==> src/rtl/dma_pkg.sv <==
// Shared types and constants for the tile-fetch DMA: op codes, region map, FSM states.
package dma_pkg;

    typedef enum logic [2:0] {
        OP_INF  = 3'd0,
        OP_FMI  = 3'd1,
        OP_KEXP = 3'd2,
        OP_KPW  = 3'd3
    } op_e;

    typedef enum logic [1:0] {
        ST_IDLE  = 2'd0,
        ST_ISSUE = 2'd1,
        ST_DRAIN = 2'd2,
        ST_DONE  = 2'd3
    } state_e;

    localparam logic [31:0] OFFSET_INF_CONV = 32'h1000_0000;
    localparam logic [31:0] OFFSET_FMI      = 32'h2000_0000;
    localparam logic [31:0] OFFSET_KEX      = 32'h3000_0000;
    localparam logic [31:0] OFFSET_KPW      = 32'h4000_0000;

    localparam logic [31:0] REGION_BASE [4] = '{OFFSET_INF_CONV, OFFSET_FMI, OFFSET_KEX, OFFSET_KPW};

    function automatic logic op_reserved(input logic [2:0] op);
        return op > 3'(OP_KPW);
    endfunction

    function automatic logic [31:0] region_base(input logic [2:0] op);
        return REGION_BASE[op[1:0]];
    endfunction

endpackage

==> src/rtl/dma_addr_gen.sv <==
// Tile address walker: column/row counters plus a row-start accumulator.
module dma_addr_gen #(
    parameter int unsigned AW = 32,
    parameter int unsigned LW = 8
) (
    input  logic          clk,
    input  logic          rst,
    input  logic          start,
    input  logic [AW-1:0] region_base,
    input  logic [AW-1:0] src_base,
    input  logic [LW-1:0] row_len,
    input  logic [LW-1:0] n_rows,
    input  logic [AW-1:0] row_stride,
    input  logic          issue,
    output logic [AW-1:0] addr_c,
    output logic          valid_c,
    output logic          last_c
);

    logic [LW-1:0] col_q, col_d;
    logic [LW-1:0] row_q, row_d;
    logic [LW-1:0] len_q, len_d;
    logic [LW-1:0] nrows_q, nrows_d;
    logic [AW-1:0] row_addr_q, row_addr_d;
    logic [AW-1:0] base_q, base_d;
    logic [AW-1:0] stride_q, stride_d;
    logic          valid_q, valid_d;

    assign addr_c  = base_q + row_addr_q + AW'(col_q);
    assign valid_c = valid_q;
    assign last_c  = valid_q && (col_q == len_q - LW'(1)) && (row_q == nrows_q - LW'(1));

    always_comb begin
        col_d      = col_q;
        row_d      = row_q;
        len_d      = len_q;
        nrows_d    = nrows_q;
        row_addr_d = row_addr_q;
        base_d     = base_q;
        stride_d   = stride_q;
        valid_d    = valid_q;
        if (start) begin
            col_d      = '0;
            row_d      = '0;
            len_d      = row_len;
            nrows_d    = n_rows;
            row_addr_d = src_base;
            base_d     = region_base;
            stride_d   = row_stride;
            valid_d    = 1'b1;
        end else if (issue && valid_q) begin
            // Wrapping the column moves to the next row start.
            if (col_q == len_q - LW'(1)) begin
                col_d      = '0;
                row_d      = row_q + LW'(1);
                row_addr_d = row_addr_q + stride_q;
                if (last_c) begin
                    valid_d = 1'b0;
                end
            end else begin
                col_d = col_q + LW'(1);
            end
        end
    end

    always_ff @(posedge clk) begin
        if (rst) begin
            col_q      <= '0;
            row_q      <= '0;
            len_q      <= '0;
            nrows_q    <= '0;
            row_addr_q <= '0;
            base_q     <= '0;
            stride_q   <= '0;
            valid_q    <= 1'b0;
        end else begin
            col_q      <= col_d;
            row_q      <= row_d;
            len_q      <= len_d;
            nrows_q    <= nrows_d;
            row_addr_q <= row_addr_d;
            base_q     <= base_d;
            stride_q   <= stride_d;
            valid_q    <= valid_d;
        end
    end

endmodule

==> src/rtl/dma_tile_fetch.sv <==
// Tile-fetch DMA: walks a strided 2-D tile in external memory with several reads
// in flight and streams the in-order responses into consecutive local RAM words.
module dma_tile_fetch
    import dma_pkg::*;
#(
    parameter int unsigned DW      = 32,
    parameter int unsigned AW      = 32,
    parameter int unsigned RAW     = 16,
    parameter int unsigned LW      = 8,
    parameter int unsigned MAX_OUT = 4
) (
    input  logic           clk,
    input  logic           rst,
    input  logic           s_op,
    input  logic [2:0]     op,
    input  logic [AW-1:0]  src_base,
    input  logic [LW-1:0]  row_len,
    input  logic [LW-1:0]  n_rows,
    input  logic [AW-1:0]  row_stride,
    input  logic [RAW-1:0] dst_base,
    output logic           busy,
    output logic           e_op,
    output logic           err,
    output logic           r_request_extmem,
    output logic [AW-1:0]  addr_extmem,
    input  logic           r_valid_extmem,
    input  logic [DW-1:0]  data_extmem,
    output logic           write,
    output logic [RAW-1:0] ram_addr,
    output logic [DW-1:0]  ram_data
);

    localparam int unsigned OW = $clog2(MAX_OUT + 1);

    state_e         state_q, state_d;
    logic           busy_q, busy_d;
    logic           e_op_q, e_op_d;
    logic           err_q, err_d;
    logic           err_flag_q, err_flag_d;
    logic           req_q, req_d;
    logic [AW-1:0]  addr_q, addr_d;
    logic           write_q, write_d;
    logic [RAW-1:0] ram_addr_q, ram_addr_d;
    logic [DW-1:0]  ram_data_q, ram_data_d;
    logic [RAW-1:0] dst_q, dst_d;
    logic [RAW-1:0] wcount_q, wcount_d;
    logic [OW-1:0]  outstanding_q, outstanding_d;

    logic           accept_c, reserved_c, empty_c, gen_start_c;
    logic           issue_c, resp_ok_c, stray_c;
    logic [AW-1:0]  gen_addr_c;
    logic           gen_valid_c, gen_last_c;

    assign accept_c    = (state_q == ST_IDLE) && s_op;
    assign reserved_c  = op_reserved(op);
    assign empty_c     = (row_len == '0) || (n_rows == '0);
    assign gen_start_c = accept_c && !reserved_c && !empty_c;
    assign issue_c     = (state_q == ST_ISSUE) && gen_valid_c && (outstanding_q < OW'(MAX_OUT));
    assign resp_ok_c   = r_valid_extmem && (outstanding_q != '0);
    // Responses with nothing in flight are only an error while an operation runs.
    assign stray_c     = r_valid_extmem && (outstanding_q == '0) && (state_q != ST_IDLE);

    dma_addr_gen #(
        .AW (AW),
        .LW (LW)
    ) u_addr_gen (
        .clk         (clk),
        .rst         (rst),
        .start       (gen_start_c),
        .region_base (AW'(region_base(op))),
        .src_base    (src_base),
        .row_len     (row_len),
        .n_rows      (n_rows),
        .row_stride  (row_stride),
        .issue       (issue_c),
        .addr_c      (gen_addr_c),
        .valid_c     (gen_valid_c),
        .last_c      (gen_last_c)
    );

    always_comb begin
        state_d       = state_q;
        err_flag_d    = err_flag_q;
        dst_d         = dst_q;
        wcount_d      = wcount_q;
        outstanding_d = outstanding_q + OW'(issue_c) - OW'(resp_ok_c);
        req_d         = issue_c;
        addr_d        = issue_c ? gen_addr_c : addr_q;
        write_d       = resp_ok_c;
        ram_addr_d    = resp_ok_c ? dst_q + wcount_q : ram_addr_q;
        ram_data_d    = resp_ok_c ? data_extmem : ram_data_q;
        if (resp_ok_c) begin
            wcount_d = wcount_q + RAW'(1);
        end
        if (stray_c) begin
            err_flag_d = 1'b1;
        end

        case (state_q)
            ST_IDLE: begin
                if (s_op) begin
                    state_d    = (reserved_c || empty_c) ? ST_DONE : ST_ISSUE;
                    dst_d      = dst_base;
                    wcount_d   = '0;
                    err_flag_d = reserved_c;
                end
            end
            ST_ISSUE: begin
                if (issue_c && gen_last_c) begin
                    state_d = ST_DRAIN;
                end
            end
            ST_DRAIN: begin
                // Leaving on the last response lands DONE on the cycle of the final write.
                if (outstanding_d == '0) begin
                    state_d = ST_DONE;
                end
            end
            ST_DONE: begin
                state_d = ST_IDLE;
            end
            default: begin
                state_d = ST_IDLE;
            end
        endcase

        busy_d = (state_d != ST_IDLE);
        e_op_d = (state_q == ST_DONE);
        err_d  = (state_q == ST_DONE) && err_flag_q;
    end

    always_ff @(posedge clk) begin
        if (rst) begin
            state_q       <= ST_IDLE;
            busy_q        <= 1'b0;
            e_op_q        <= 1'b0;
            err_q         <= 1'b0;
            err_flag_q    <= 1'b0;
            req_q         <= 1'b0;
            addr_q        <= '0;
            write_q       <= 1'b0;
            ram_addr_q    <= '0;
            ram_data_q    <= '0;
            dst_q         <= '0;
            wcount_q      <= '0;
            outstanding_q <= '0;
        end else begin
            state_q       <= state_d;
            busy_q        <= busy_d;
            e_op_q        <= e_op_d;
            err_q         <= err_d;
            err_flag_q    <= err_flag_d;
            req_q         <= req_d;
            addr_q        <= addr_d;
            write_q       <= write_d;
            ram_addr_q    <= ram_addr_d;
            ram_data_q    <= ram_data_d;
            dst_q         <= dst_d;
            wcount_q      <= wcount_d;
            outstanding_q <= outstanding_d;
        end
    end

    assign busy             = busy_q;
    assign e_op             = e_op_q;
    assign err              = err_q;
    assign r_request_extmem = req_q;
    assign addr_extmem      = addr_q;
    assign write            = write_q;
    assign ram_addr         = ram_addr_q;
    assign ram_data         = ram_data_q;

endmodule

==> config.mk <==
export PLATFORM = sky130hd
export DESIGN_NAME = dma_tile_fetch
export DESIGN_NICKNAME = d
export VERILOG_FILES = /design/src/rtl/dma_pkg.sv /design/src/rtl/dma_addr_gen.sv /design/src/rtl/dma_tile_fetch.sv
export SDC_FILE = /design/constraint.sdc
export NUM_CORES = 1
export LEC_CHECK = 0
export ABC_AREA = 1
export CORE_MARGIN = 5
export CORE_UTILIZATION = 55
export DETAILED_ROUTE_END_ITERATION = 10
export PLACE_DENSITY = 0.93
export REMOVE_ABC_BUFFERS = 1
export SETUP_SLACK_MARGIN = 0.5
export SLEW_MARGIN = 20
export SYNTH_ARGS = -nofsm -noshare
export SYNTH_HDL_FRONTEND = slang
export SYNTH_SLANG_ARGS = --single-unit
==> constraint.sdc <==
create_clock -name clk -period 5.1 [get_ports clk]
set_input_delay 1.275 -clock clk [delete_from_list [all_inputs] [get_ports clk]]
set_output_delay 1.275 -clock clk [all_outputs]
set_load 0.02 [all_outputs]
# == Word-level counts from Yosys, hierarchy flattened ==
# Index checks and enable logic that the tools add are counted.
# word_totals
ff_bits,252
input_bits,135
out_inout_bits,85
word_cells,96
# classes
addsub,11
n_lt_le_gt_ge,3
eq_ne,5
muxes,22
bitwise_logic,1
n_reduce_logical,33
# op_table
op,n
32-bit two-way mux,5
32-bit adder,2
32-bit binary-select mux with 2-bit select,1
16-bit two-way mux,3
32-bit by 8-bit adder with 32-bit output,1
16-bit by 1-bit adder with 16-bit output (second input constant),1
16-bit adder,1
8-bit by 1-bit adder with 8-bit output (second input constant),2
8-bit == test,2
8-bit zero test,2
8-bit by 1-bit subtractor with 8-bit output (second input constant),2
1-bit logical AND,13
2-bit nonzero test,5
2-bit two-way mux,4
8-bit two-way mux,1
2-bit one-hot mux with 4 select lines,1
1-bit two-way mux,7
3-bit zero test,2
2-bit AND reduction,3
2-bit == test (second input constant),2
3-bit by 1-bit adder with 3-bit output,1
3-bit >= comparator (second input constant),1
3-bit by 2-bit greater-than comparator with 1-bit output (second input constant),1
3-bit less-than comparator (second input constant),1
9 further kinds,11

# == Depth between registers and ports, before layout ==
# logic_depth
depth_word,9
mapped_depth,17
mapped_depth_nobuf,17

# == Modules after synthesis ==
# A second synthesis with hierarchy kept.
# unflattened
cells_unflattened,2435
hier_area_um2,15803.9
# by_module_without_submodules
mod,instances,cells_each,area_per_inst_um2,seq_area_each_um2
dma_addr_gen,1,1630,10152.2,2582.5
dma_tile_fetch,1,805,5651.7,2462.4

# == Worst setup path after synthesis ==
# No wires, ideal clock.
# synth_path
path_type,input -> register
startpoint,in r_valid_extmem
endpoint,reg busy_q (netlist: busy)
setup_ns,0.059
arrival_time_ns,3.311
required_ns,5.041
path_slack_ns,1.730
stages,15
n_path_buf,2
cell_sequence,nand2_1 > clkbuf_1 > inv_2 > clkbuf_1 > ha_1 > inv_1 > ha_1 > fa_1 > nor3_1 > nand3_1 > nand2_1 > inv_1 > nand2_1 > nand2_1 > nand2_1
# synth_between
elab_chain_len,6
# synth_lines
element,line_no,text
start: declaration,dma_tile_fetch.sv:26,"input logic r_valid_extmem,"
1-bit logical AND,dma_tile_fetch.sv:59,assign resp_ok_c = r_valid_extmem && (outstanding_q != '0);
via resp_ok_c,dma_tile_fetch.sv:50,"logic issue_c, resp_ok_c, stray_c;"
3-bit by 1-bit subtractor with 3-bit output,dma_tile_fetch.sv:86,outstanding_d = outstanding_q + OW'(issue_c) - OW'(resp_ok_c);
via outstanding_d[1],dma_tile_fetch.sv:47,"logic [OW-1:0] outstanding_q, outstanding_d;"
3-bit zero test,dma_tile_fetch.sv:115,if (outstanding_d == '0) begin
2-bit two-way mux,dma_tile_fetch.sv:115,
2-bit one-hot mux with 4 select lines,dma_tile_fetch.sv:99,case (state_q)
2-bit nonzero test,dma_tile_fetch.sv:127,busy_d = (state_d != ST_IDLE);
end signal: assignment,dma_tile_fetch.sv:149,busy_q <= busy_d;
end: declaration,dma_tile_fetch.sv:36,"logic busy_q, busy_d;"
# The timed path passes the listed nets, and every way through them passes these cells.
# A chain may end at the register's enable or synchronous reset.

# == Worst setup path after layout ==
# layout_path
startpoint,in op[1]
endpoint,reg u_addr_gen.row_addr_q[6]
# layout_between
elab_chain_len,6
word_cells_on_any_way,8
classes_between,order compare (1); mux (1); reduce/logical (6)
# layout_lines
element,line_no,text
start: declaration,dma_tile_fetch.sv:15,"input logic [2:0] op,"
3-bit by 2-bit greater-than comparator with 1-bit output *,dma_pkg.sv:26,return op > 3'(OP_KPW);
1-bit zero test *,dma_tile_fetch.sv:57,assign gen_start_c = accept_c && !reserved_c && !empty_c;
1-bit logical AND * (2 in series),dma_tile_fetch.sv:57,
2-bit nonzero test (no line),-,
2-bit AND reduction (no line),-,
end signal: assignment,dma_addr_gen.sv:81,row_addr_q <= row_addr_d;
end: declaration,dma_addr_gen.sv:24,"logic [AW-1:0] row_addr_q, row_addr_d;"
# Mark *: on every way between the ends. The rest lies on a longest branch, timed or not.

==> impl_metrics.tcl <==
set metrics [dict create \
    vias 13900 \
    async_flop_share 0 \
    finalSetupTns_ps 0 \
    synth_cells 2079 \
    cts_htree_levels 1 \
    critPathTopFamily "buffers and inverters" \
    yosysWarnings 0 \
    layout_setup_ws_ps 1390 \
    fmax_mhz 270 \
    design.core.area_um2 24100 \
    startpoint_type "input pin" \
    yosys.area.top_type_share 0.335 \
    setup_viol 0 \
    antenna_found_initial 0 \
    grtUsageTotal 0.276 \
    drt_iter0_drc 1031 \
    maxSlewViolCount 0 \
    ir_drop_mv 0.380 \
    drcViolationCount 0 \
    ys_seq_elements 223 \
    hold_class "reg2reg" \
    clk_path_buf_depth 3 \
    grt_pass1_vias 13300 \
    slew_headroom 0.378 \
    grt_pass1_wl_um 64300 \
    worst_slew_pin_slew_ps 932 \
    syn_area_um2 13300 \
    synth.distinct_cells 44 \
    gp_congestion 0.999 \
    max-cap-violations 0 \
    cts_tree "yes" \
    rsz0062_at_grt "false" \
    clock-root-buffer "clkbuf_16" \
    skew_ps 8.35 \
    vias_per_cell 5.32 \
    clock-sinks 223 \
    design_power_total_w 0.00539 \
    dp_cells 2564 \
    required_ps 5530 \
    cp.buffers_inverters 3 \
    path_cells "clkdlybuf4s50_1 > ha_1 > o21ai_0 > nor2_2 > nand3_4 > buf_4 > nand3_1 > o211ai_1 > nand2_1 > o21ai_0 > inv_1" \
    gr-total-overflow 0 \
    wl_per_cell_um 15.1 \
    critical_path_class "in2reg" \
    place_ws_ps 971 \
    period_share 0.727 \
    num_io_pins 220 \
    diodes 0 \
    powerDensity_nw_per_um2 328 \
    syn_avg_cell_area_um2 6.41 \
    io_buffers 219 \
    cts.reportedPaths.clkPinSlew_ps 60 \
    cp-end-kind "flop" \
    final_area_um2 16500 \
    clk_latency_ps 540 \
    synthTopCellsByCount "nand2_1, nor2_1, inv_1" \
    cts_resized 0 \
    ant_nets 0 \
    fill_cells 2047 \
    drive_above_1_share 0.0364 \
    slowest_delay_ps 590 \
    grt_max_degree 83 \
    status "complete, no violations" \
    dpl.hpwl_um 29400 \
    synth_largest_area_cell "dfxtp_1" \
    instances_no_fill 2607 \
    crit_top_cell "o21ai_0" \
    seq_area_frac_synth 0.335 \
    leakage_nw 7.72 \
    post-route-min-period_ps 3710 \
    synthFlopType "dfxtp_1" \
    routed_wl_um 39400 \
    cts_buffers 25 \
    die_x_um 166 \
    first_pass_iters 5 \
    num-nets-final 2473 \
    arrival_ps 4140 \
    cts_setup_buffers 0 \
    yosysMostFrequentCell "nand2_1" \
    die_h_um 166 \
    syn_to_final_growth_pct 23.6 \
    placed_cell_area_um2 15700 \
    die-area_um2 27400 \
    synth_area_leaders "dfxtp_1, nand2_1, nor2_1, inv_1, ha_1" \
    cts_hold_buffers 0 \
    critPathSlowestCell "buf_4" \
    hold_viol_final 0 \
    start_util 0.553 \
    synth_edf_count 0 \
    crit_fanout 67 \
    num_rows 57 \
]
[power breakdown]
| part | total (W) | internal (W) | switching (W) |
|---|---|---|---|
| logic | 0.00152 | 0.000646 | 0.000874 |
| clock network | 0.00175 | 0.00101 | 0.000734 |
| registers | 0.00213 | 0.00197 | 0.000154 |
[registers in the layout (all words and copies together), names as in the netlist, 8 cells and up]
name / cells
u_addr_gen.row_q: 8
u_addr_gen.col_q: 8
addr_extmem: 32
u_addr_gen.stride_q: 32
dst_q: 16
u_addr_gen.row_addr_q: 32
u_addr_gen.len_q: 8
ram_addr: 16
wcount_q: 16
ram_data: 32
u_addr_gen.nrows_q: 8
[area by class of cell]
cell class              instances  area, um^2  area share
flip-flops and latches        223        4460       0.271
multi-input cells            1514        7520       0.457
well taps                     324         405      0.0246
clock buffers                  37         711      0.0432
repair buffers                229        2260       0.137
clock inverters                 6        70.1     0.00426
inverters                     274        1030      0.0625
[worst min-delay path, delay by kind of cell, from the launching register on]
family             cells  cell delay, ps
DFF                    1             310
and+or+nand+nor        1              60
AOI/OAI and AO/OA      1              50
[final timing paths]
| check | startpoint | to | slack (ps) | cells past startpoint |
|---|---|---|---|---|
| setup / recovery | op[1] | u_addr_gen.row_addr_q[6]$_SDFFE_PP0P_ | 1390 | 11 |
| hold / removal | u_addr_gen.valid_c$_SDFFE_PP0P_ | u_addr_gen.valid_c$_SDFFE_PP0P_ | 470 | 2 |
| setup reg to reg | outstanding_q[1]$_SDFF_PP0_ | state_q[0]$_SDFF_PP0_ | 2380 | 16 |
| hold reg to reg | u_addr_gen.valid_c$_SDFFE_PP0P_ | u_addr_gen.valid_c$_SDFFE_PP0P_ | 470 | 2 |
[kinds of logic after synthesis]
family                     Yosys count  share of synthesized area
buffers and inverters              342                     0.0999
adders and majority gates           71                     0.0690
AOI/OAI and AO/OA                  283                      0.113
and+or+nand+nor                   1099                      0.343
DFF                                223                      0.335
xor gates and xnor gates            61                     0.0401
[per-stage QoR]
stage,utilization,hold slack [ps]
after floorplan,-,421
after detailed placement,0.651,458
after global placement,0.651,456
after CTS,0.683,470
final,0.683,466
after global routing,0.683,491
[per-layer routing]
layer  share of wire  global-route usage  vias up
li1                -                   -     6959
met1            0.41               0.345     6268
met2            0.47               0.472      532
met3           0.077              0.0486      110
met4           0.043               0.111        0
met5               0                   0        -
[cells in the final DEF (no fill, tap or decap), types with 4 or more instances in the layout]
master,instances
a21o_1,6
a21oi_1,108
buf_4,10
clkbuf_1,8
clkbuf_16,25
clkbuf_8,4
clkdlybuf4s50_1,218
clkinv_2,4
dfxtp_1,223
fa_1,4
ha_1,67
inv_1,268
inv_2,6
nand2_1,561
nand3_1,115
nand3b_1,11
nand4_1,30
nor2_1,315
nor2_2,4
nor3_1,22
nor4_1,9
o211ai_1,13
o21ai_0,131
o21ai_1,9
o21bai_1,4
or2_2,20
xnor2_1,25
xor2_1,36
No activity file was read; power rests on OpenSTA's default activity.
